==> src/rtl/syncfifo_pkg.sv <==
`default_nettype none
// ============================================================================
// Module      : syncfifo_pkg
// Description : Shared constants for the 4-to-1 gather FIFO slice.
//               The stored entry type {src, data} depends on the FIFO data
//               width, so it is declared inside syncfifo_gather_4 using its
//               WID parameter; this package fixes the source-tag and
//               prefix-count widths that entry type is built from.
// Revision    : 1.0 - initial release
// ============================================================================
package syncfifo_pkg;

  localparam int NPORTS = 4;  // producer inputs
  localparam int SRC_W  = 2;  // source tag width, log2(NPORTS)
  localparam int PCNT_W = 3;  // prefix / total popcount width, holds 0..4

endpackage
`default_nettype wire

==> src/rtl/gather_prefix_4.sv <==
`default_nettype none
// ============================================================================
// Module      : gather_prefix_4
// Description : Exclusive prefix popcount of a 4-bit mask.
//               pre_o[i] = number of set bits in mask_i[i-1:0];
//               total_o  = number of set bits in mask_i.
// Ports       : mask_i  [3:0]       input mask
//               pre_o   [3:0][2:0]  exclusive prefix counts
//               total_o [2:0]       total count (0..4)
// Revision    : 1.0 - initial release
// ============================================================================
module gather_prefix_4
  import syncfifo_pkg::*;
(
  input  logic [NPORTS-1:0]             mask_i,
  output logic [NPORTS-1:0][PCNT_W-1:0] pre_o,
  output logic [PCNT_W-1:0]             total_o
);

  logic [PCNT_W-1:0] run;

  always_comb begin
    run = '0;
    for (int i = 0; i < NPORTS; i++) begin
      pre_o[i] = run;
      run      = run + PCNT_W'(mask_i[i]);
    end
    total_o = run;
  end

endmodule
`default_nettype wire

==> src/rtl/syncfifo_gather_4.sv <==
`default_nettype none
// ============================================================================
// Module      : syncfifo_gather_4
// Description : 4-to-1 merging FIFO. Up to four producers push one word each
//               per cycle into a shared circular buffer; accepted words are
//               stored in arrival order, lower input index first within a
//               cycle. A single consumer pops words tagged with their source.
// Ports       : clk, rst (sync, active-high), softreset (sync flush)
//               vldin[3:0], din[3:0][WID-1:0], ready[3:0] (combinational)
//               readout, dout[WID-1:0], source[1:0]
//               empty, full, count[15:0], overflow (combinational)
//               drops[3:0][7:0]  (only with SYNCFIFO_GATHER_DROPCNT_EN)
// Options     : `define SYNCFIFO_GATHER_DROPCNT_EN adds saturating per-input
//               counters of cycles in which a valid word was refused.
// Revision    : 1.0 - initial release
// ============================================================================
module syncfifo_gather_4
  import syncfifo_pkg::*;
#(
  parameter int WID   = 32,
  parameter int DEPTH = 8
) (
  input  logic                          clk,
  input  logic                          rst,
  input  logic                          softreset,
  input  logic [NPORTS-1:0]             vldin,
  input  logic [NPORTS-1:0][WID-1:0]    din,
  output logic [NPORTS-1:0]             ready,
  input  logic                          readout,
  output logic [WID-1:0]                dout,
  output logic [SRC_W-1:0]              source,
  output logic                          empty,
  output logic                          full,
  output logic [15:0]                   count,
  output logic                          overflow
`ifdef SYNCFIFO_GATHER_DROPCNT_EN
  ,
  output logic [NPORTS-1:0][7:0]        drops
`endif
);

  localparam int AWID = $clog2(DEPTH);
  localparam int CW   = AWID + 1;

  typedef struct packed {
    logic [SRC_W-1:0] src;
    logic [WID-1:0]   data;
  } gather_entry_t;

  gather_entry_t mem_q [DEPTH];

  logic [AWID-1:0] wptr_q, wptr_d;
  logic [AWID-1:0] rptr_q, rptr_d;
  logic [CW-1:0]   cnt_q,  cnt_d;
  logic [CW-1:0]   free;
  logic            flush;
  logic            pop;
  logic [NPORTS-1:0] acc;

  logic [NPORTS-1:0][PCNT_W-1:0] pre_vld, pre_acc;
  logic [PCNT_W-1:0]             tot_vld, nacc;
  logic [NPORTS-1:0][AWID-1:0]   waddr;
  gather_entry_t                 head;

  assign flush = rst | softreset;

  gather_prefix_4 u_pre_vld (
    .mask_i  (vldin),
    .pre_o   (pre_vld),
    .total_o (tot_vld)
  );

  gather_prefix_4 u_pre_acc (
    .mask_i  (acc),
    .pre_o   (pre_acc),
    .total_o (nacc)
  );

  // Room is judged from the current occupancy only; a same-cycle pop never
  // frees a slot. An input only reports ready while it is actually offering
  // a word, so an idle input shows ready=0.
  always_comb begin
    free = CW'(DEPTH) - cnt_q;
    for (int i = 0; i < NPORTS; i++) begin
      ready[i] = vldin[i] & ~flush & (free > CW'(pre_vld[i]));
      waddr[i] = wptr_q + AWID'(pre_acc[i]);
    end
  end

  assign acc = vldin & ready;

  // Accepted words are a subset of the offered ones, so some valid input was
  // refused exactly when the two popcounts differ.
  assign overflow = (tot_vld != nacc);

  assign empty  = (cnt_q == '0);
  assign full   = (cnt_q == CW'(DEPTH));
  assign count  = 16'(cnt_q);
  assign pop    = readout & ~empty;
  assign head   = mem_q[rptr_q];
  assign dout   = empty ? '0 : head.data;
  assign source = empty ? '0 : head.src;

  assign wptr_d = wptr_q + AWID'(nacc);
  assign rptr_d = rptr_q + AWID'(pop);
  assign cnt_d  = cnt_q + CW'(nacc) - CW'(pop);

  always_ff @(posedge clk) begin
    if (flush) begin
      wptr_q <= '0;
      rptr_q <= '0;
      cnt_q  <= '0;
    end else begin
      wptr_q <= wptr_d;
      rptr_q <= rptr_d;
      cnt_q  <= cnt_d;
    end
  end

  // Storage is not reset; acc is already zero during a flush.
  always_ff @(posedge clk) begin
    for (int i = 0; i < NPORTS; i++) begin
      if (acc[i]) begin
        mem_q[waddr[i]] <= '{src: SRC_W'(i), data: din[i]};
      end
    end
  end

`ifdef SYNCFIFO_GATHER_DROPCNT_EN
  logic [NPORTS-1:0][7:0] drops_q;

  always_ff @(posedge clk) begin
    if (flush) begin
      drops_q <= '0;
    end else begin
      for (int i = 0; i < NPORTS; i++) begin
        if (vldin[i] && !ready[i] && (drops_q[i] != 8'hFF)) begin
          drops_q[i] <= drops_q[i] + 8'd1;
        end
      end
    end
  end

  assign drops = drops_q;
`endif

endmodule
`default_nettype wire

==> config.mk <==
export PLATFORM = sky130hd
export DESIGN_NAME = syncfifo_gather_4
export DESIGN_NICKNAME = d
export VERILOG_FILES = /design/src/rtl/syncfifo_pkg.sv /design/src/rtl/gather_prefix_4.sv /design/src/rtl/syncfifo_gather_4.sv
export SDC_FILE = /design/constraint.sdc
export NUM_CORES = 1
export LEC_CHECK = 0
export ABC_AREA = 1
export BUFFER_PORTS_ARGS = -buffer_cell sky130_fd_sc_hd__buf_2
export CAP_MARGIN = 10
export CORE_ASPECT_RATIO = 1.1
export CORE_UTILIZATION = 38
export DETAILED_ROUTE_END_ITERATION = 12
export PLACE_DENSITY = 0.57
export SYNTH_ARGS = -nofsm -noshare
export SYNTH_HDL_FRONTEND = slang
export SYNTH_SLANG_ARGS = --single-unit
==> constraint.sdc <==
create_clock -name clk -period 5.6 [get_ports clk]
set_input_delay 0.28 -clock clk [delete_from_list [all_inputs] [get_ports clk]]
set_output_delay 0.28 -clock clk [all_outputs]
set_load 0.005 [all_outputs]
== After elaboration in Yosys (flattened, before gate mapping) ==
Memory sizes are Yosys's and may differ from the RTL's. A register that Yosys moved wholly into a read port is not among the register bits.
Index checks and enable logic that the tools add are counted.

* Memories kept: 1
* Logic and storage cells: 49
* Register bits after elaboration: 10
* RAM bits: 272
* Output and inout port bits: 57
* Input bits: 136

* Muxes and demuxes: 11
* Bitwise operators: 13
* Equal/unequal tests: 2
* $lt $le $gt $ge: 4
* Reduce and logical (&&, ||, !) cells: 1
* Add/sub/neg operators: 14

{| class="wikitable"
|+ Memory list
! memory !! depth !! width !! read ports !! clocked after memory_dff !! write ports !! line !! text
|-
| mem_q || 8 || 34 || 1 || 1 || 4 || syncfifo_gather_4.sv:50 || <nowiki>gather_entry_t mem_q [DEPTH];</nowiki>
|}

{| class="wikitable"
|+ Operator list
! cell !! count
|-
| $mux W32 || 1
|-
| $add A3 B1 Y3 || 6
|-
| $add A3 B3 Y3 || 3
|-
| $and A1 B1 Y1 || 9
|-
| $gt A4 B3 Y1 || 2
|-
| $mux W1 || 8
|-
| $add A1 B1 Y2 || 2
|-
| $add A4 B3 Y4 || 1
|-
| $and A4 B4 Y4 || 1
|-
| $eq A4 B4 Y1 const B || 1
|-
| $gt A4 B1 Y1 || 1
|-
| $gt A4 B1 Y1 const B || 1
|-
| $logic_not A4 Y1 || 1
|-
| $sub A4 B1 Y4 || 1
|-
| $sub A4 B4 Y4 const A || 1
|-
| $mux W3 || 1
|-
| $ne A3 B3 Y1 || 1
|-
| $mux W2 || 1
|-
| $not A1 Y1 || 2
|-
| $or A1 B1 Y1 || 1
|}

== Longest topological paths before layout ==
* Depth in word-level cells: 10
* Gate-level depth with buffers: 28
* Mapped depth without buffers: 23

== Cells and area by module ==
From an unflattened synthesis, not the netlist that was laid out.

* Cells, all modules: 3090
* Area, all modules: 21498.1 µm²

{| class="wikitable"
|+ By module, submodules not included
! module !! area each (µm²) !! instances !! seq. area each (µm²) !! cells each
|-
| syncfifo_gather_4 || 21130.3 || 1 || 8207.9 || 3042
|-
| gather_prefix_4 || 183.9 || 2 || 0.0 || 24
|}

== Least setup slack after synthesis ==
No wires, ideal clock.

* Path type: reg2reg
* Start point: register cnt_q[0]
* End point: memory mem_q[6][0] (netlist bit), enable pin
* Clock period less this slack: 5.391 ns
* Path slack: 0.209 ns
* Cell stages (with the launch flop): 26
* Data arrival time: 4.830 ns
* Buffers on the path: 4
* Required time: 5.039 ns
* Library setup time: 0.561 ns
* Path through: dfxtp_1 > inv_1 > ha_1 > ha_1 > inv_1 > o21bai_1 > nand2_1 > nand3_2 > and2_1 > buf_6 > buf_6 > buf_4 > inv_1 > fa_1 > inv_1 > ha_1 > fa_1 > inv_1 > nand3_1 > nand3_1 > nor2_1 > nand3_1 > clkbuf_1 > nand2_1 > inv_1 > nand3_1

{| class="wikitable"
|+ RTL lines
! what !! line !! text
|-
| from (decl) || syncfifo_gather_4.sv:54 || <nowiki>logic [CW-1:0] cnt_q, cnt_d;</nowiki>
|-
| from (signal assigned) || syncfifo_gather_4.sv:116 || <nowiki>cnt_q <= cnt_d;</nowiki>
|-
| to (decl) || syncfifo_gather_4.sv:50 ||
|}

==> impl_results.md <==
* TritonRoute pass-1 iters at 6
* Setup_tns at 0 ns
* Filler cells at 6597
* PwrDens at around 330 mW/mm^2
* P_sw at around 3.7 mW
* Sw Ratio at between 40% and 50%
* CP delay by family, top: simple AND/OR/NAND/NOR gates
* Fmax at 213 MHz
* Routed wire length at 106000 microns
* P_int at 4.96 mW
* RSZ-0062 raised after global routing: no
* Critical R2R Capture: mem_q[0][21]
* DRC Markers at 0
* Clock sink count at between 200 and 300
* Mapped Cells at ~3800
* Logic pwr share at approximately two fifths
* Nets@finish at slightly below 4000
* CTS tree: done
* Fraction of layout instances using a drive strength above 1 at a little over a tenth
* Worst Hold Class: input pin to register
* Setup Buffers After CTS at 0
* Post-CTS Hold Fix Bufs at 0
* Area Growth Syn to Fin at 9.36%
* Slowest CP cell: fa_1
* R2R depth at 18
* Post-Syn Area at between 0.02 and 0.025 sq mm
* Die X at 241 microns
* CP cell instances: inv_1, ha_1, nor2_1, nand4_4, nand2_2, inv_1, ha_1, ha_1, fa_1, inv_1, nand3_1, nor2_4, buf_4, nand3_1, nand2_1, inv_1, nand2_1, nand2_1
* Crit Reg-Reg Startpoint: cnt_q[0]
* Headroom to the max-slew limit at between 10% and 20%
* Dpl ws at a little under 0.9 ns
* Status: finished, final reports clean
* Clock insertion delay at the later pin of the skew report at slightly below 0.6 ns
* CP max FO at 25
* Clk buf depth at 3
* Seq pwr share at approximately a third
* Post-CTS resize count at 0
* Final Skew at 0.0195 ns
* Drt via density at 5.65
* Total gr overflow at 0
* CP arrival at between 5 and 6 ns
* H-tree levels at 2
* Fraction of synthesis flops using an asynchronous set or reset pin at 0%
* Core ar. at roughly 0.062 sq mm
* First-pass GRT wire length at 156000 microns
* Worst hold start: din[100]
* Via count at 25728
* Total Routing Usage GR at between 30% and 40%
* Setup ws final at about 0.90 ns
* Area of the multi-input gates at around 0.013 sq mm
* Largest net degree at the start of global routing at ~220
* Row cnt at 95
* Slew of the pin with the lowest slew margin at around 1.2 ns
* Ports at between 150 and 200
* Worst VDD drop at 0.347 mV
* TritonCTS buffer count at 36
* Worst EP required at 5.92 ns
* CP Launch Type: register
* Final Instance Area at 0.0261 sq mm
* WHS Path Cells at 3
* Final period util at a little over four fifths
* Vias in the first global route at 23621
* Clk pwr share at ~27%
* Clock root cell: clkbuf_16
* CP most frequent cell: inv_1
* Critical Path Sink Type: register
* Post-synthesis register bit count at 282
* Synth warn at 0
* Initial Utilization at 38.7%
* I/O Buffers at 180
* Synthesized area per cell at between 6 and 7 sq um
* Clk pin slew, worst setup/hold paths at 0.06 ns
* Dpl cells at about 4500
* Critical path class: register to register
* Storage cell area at 0.00822 sq mm
* EDFF count, synth at around 260
* Distinct cell type count after synthesis at 38
* Top_reg_cell synth: edfxtp_1
* Seq/Total Area, Yosys at between 30% and 40%
* Wire per inst at 23.2 microns
* Tmin final at around 4.7 ns
* Routed Antenna Nets at 0
* CP max stage delay at around 0.50 ns
* Final GP Congestion at around 0.89
* WHS Endpoint: mem_q[2][4]
* Final Hold Fails at 0
* Iter 0 DRT Violations at ~3400
* R2R setup slack at between 0.9 and 1 ns
* Die Y at ~260 microns
* Placed Area at roughly 0.025 sq mm
* P_leak at 12.8 nW
* DP Wirelength at between 60000 and 70000 microns
* Final setup viols at 0
* DIE AREA at about 0.064 sq mm
* Buf/Inv on CP at 5
* Layout Cells excl Fill at roughly 4600
* Max Cap Viol at 0
* Initial antenna violation count at 4
* Max Slew Vio Count at 0
-- worst max-delay path by stage --
stage	depth (start not counted)	from	endpoint	slack (ns)
after floorplan	25	cnt_q[0]	mem_q[6][0]	0.21
after global placement	18	cnt_q[0]	mem_q[2][18]	0.97
after detailed placement	18	cnt_q[0]	mem_q[2][18]	0.89
after CTS	18	cnt_q[0]	mem_q[2][14]	0.90
after global routing	21	cnt_q[0]	mem_q[3][19]	0.62
final	18	cnt_q[0]	mem_q[0][21]	0.90
-- cell usage after synthesis, types with 2 or more instances --
cell type / instances / area share, %
buf_4: 27 / 0.85
inv_2: 6 / 0.094
clkbuf_2: 13 / 0.27
ha_1: 29 / 1.5
nor2_1: 256 / 4.0
nand2_2: 11 / 0.29
o22ai_1: 34 / 0.89
nand4_1: 50 / 1.3
buf_1: 42 / 0.66
nor2_2: 6 / 0.16
xnor2_1: 4 / 0.15
or2_2: 35 / 0.92
nand2_1: 1245 / 20
o21ai_0: 171 / 3.6
dfxtp_1: 26 / 2.2
inv_1: 396 / 6.2
nand3_1: 790 / 17
edfxtp_1: 256 / 32
xor2_1: 4 / 0.15
nor2_4: 2 / 0.094
fa_1: 8 / 0.67
a31oi_1: 34 / 0.89
clkinv_1: 3 / 0.047
nand2_4: 2 / 0.094
buf_6: 18 / 0.85
nand3_2: 3 / 0.13
a21oi_1: 13 / 0.27
and2_1: 2 / 0.052
buf_2: 108 / 2.3
clkbuf_1: 161 / 2.5
-- registers in the layout, summed over array words and instances (netlist names) --
signal / flops
mem_q: 272
cnt_q: 4
rptr_q: 3
wptr_q: 3
-- layout by cell type (no fill, tap or decap), types with 35 or more instances in the layout --
cell type  netlist  layout
nand2_1       1245    1245
nand3_1        790     773
inv_1          396     395
edfxtp_1       256     256
nor2_1         256     244
buf_2          108     180
o21ai_0        171     171
buf_4           27      71
nand4_1         50      50
clkbuf_16        0      38
or2_2           35      35
-- routing by layer --
| layer | global-route usage (%) | up-vias | wire length [microns] |
|---|---|---|---|
| li1 | - | 11936 | - |
| met1 | 44.2 | 11796 | 41600 |
| met2 | 51.3 | 1654 | 46800 |
| met3 | 5.57 | 342 | 12000 |
| met4 | 15.4 | 0 | 5380 |
| met5 | 0 | - | 0 |
-- per-stage QoR --
| stage | utilization, % | power (mW) | hold WS (ns) |
|---|---|---|---|
| after global placement | 40.5 | 6.22 | 0.455 |
| final | 42.3 | 8.66 | 0.115 |
| after floorplan | - | 4.89 | 0.444 |
| after detailed placement | 40.5 | 6.24 | 0.458 |
| after global routing | 42.3 | 9.05 | 0.125 |
| after CTS | 42.3 | 8.59 | 0.0951 |
-- power groups by stage --
stage          Sequential (mW)  Clock (mW)  Combinational (mW)
3_5_place_dp              2.76           0                3.48
4_1_cts                   2.72        2.38                3.49
2_1_floorplan             2.74           0                2.15
6_report                  2.72        2.38                3.56
5_1_grt                   2.74        2.46                3.86
3_3_place_gp              2.76           0                3.46
-- cell families after synthesis --
| group | Yosys count | share of synthesized area (%) |
|---|---|---|
| adders and majority gates | 37 | 2.19 |
| AOI/OAI and AO/OA | 256 | 5.79 |
| other | 1 | 0.0157 |
| DFF | 282 | 34.4 |
| and+or+nand+nor | 2404 | 43.4 |
| buffers and inverters | 775 | 13.9 |
| xor gates and xnor gates | 8 | 0.294 |
-- layout make-up --
type                    count  area share (%)
repair buffers            258            6.04
clock buffers              48            3.87
clock inverters            17           0.552
well taps                 824            3.95
multi-input cells        2717            48.2
flip-flops and latches    282            31.5
diodes                      3          0.0288
inverters                 405            5.86
-- tightest hold or removal path: cells and delay by family --
kind / cells / cell delay (ns)
buffers and inverters: 1 / 0.17
AND/OR/NAND/NOR: 2 / 0.13
No activity file was read; power rests on OpenSTA's default activity.
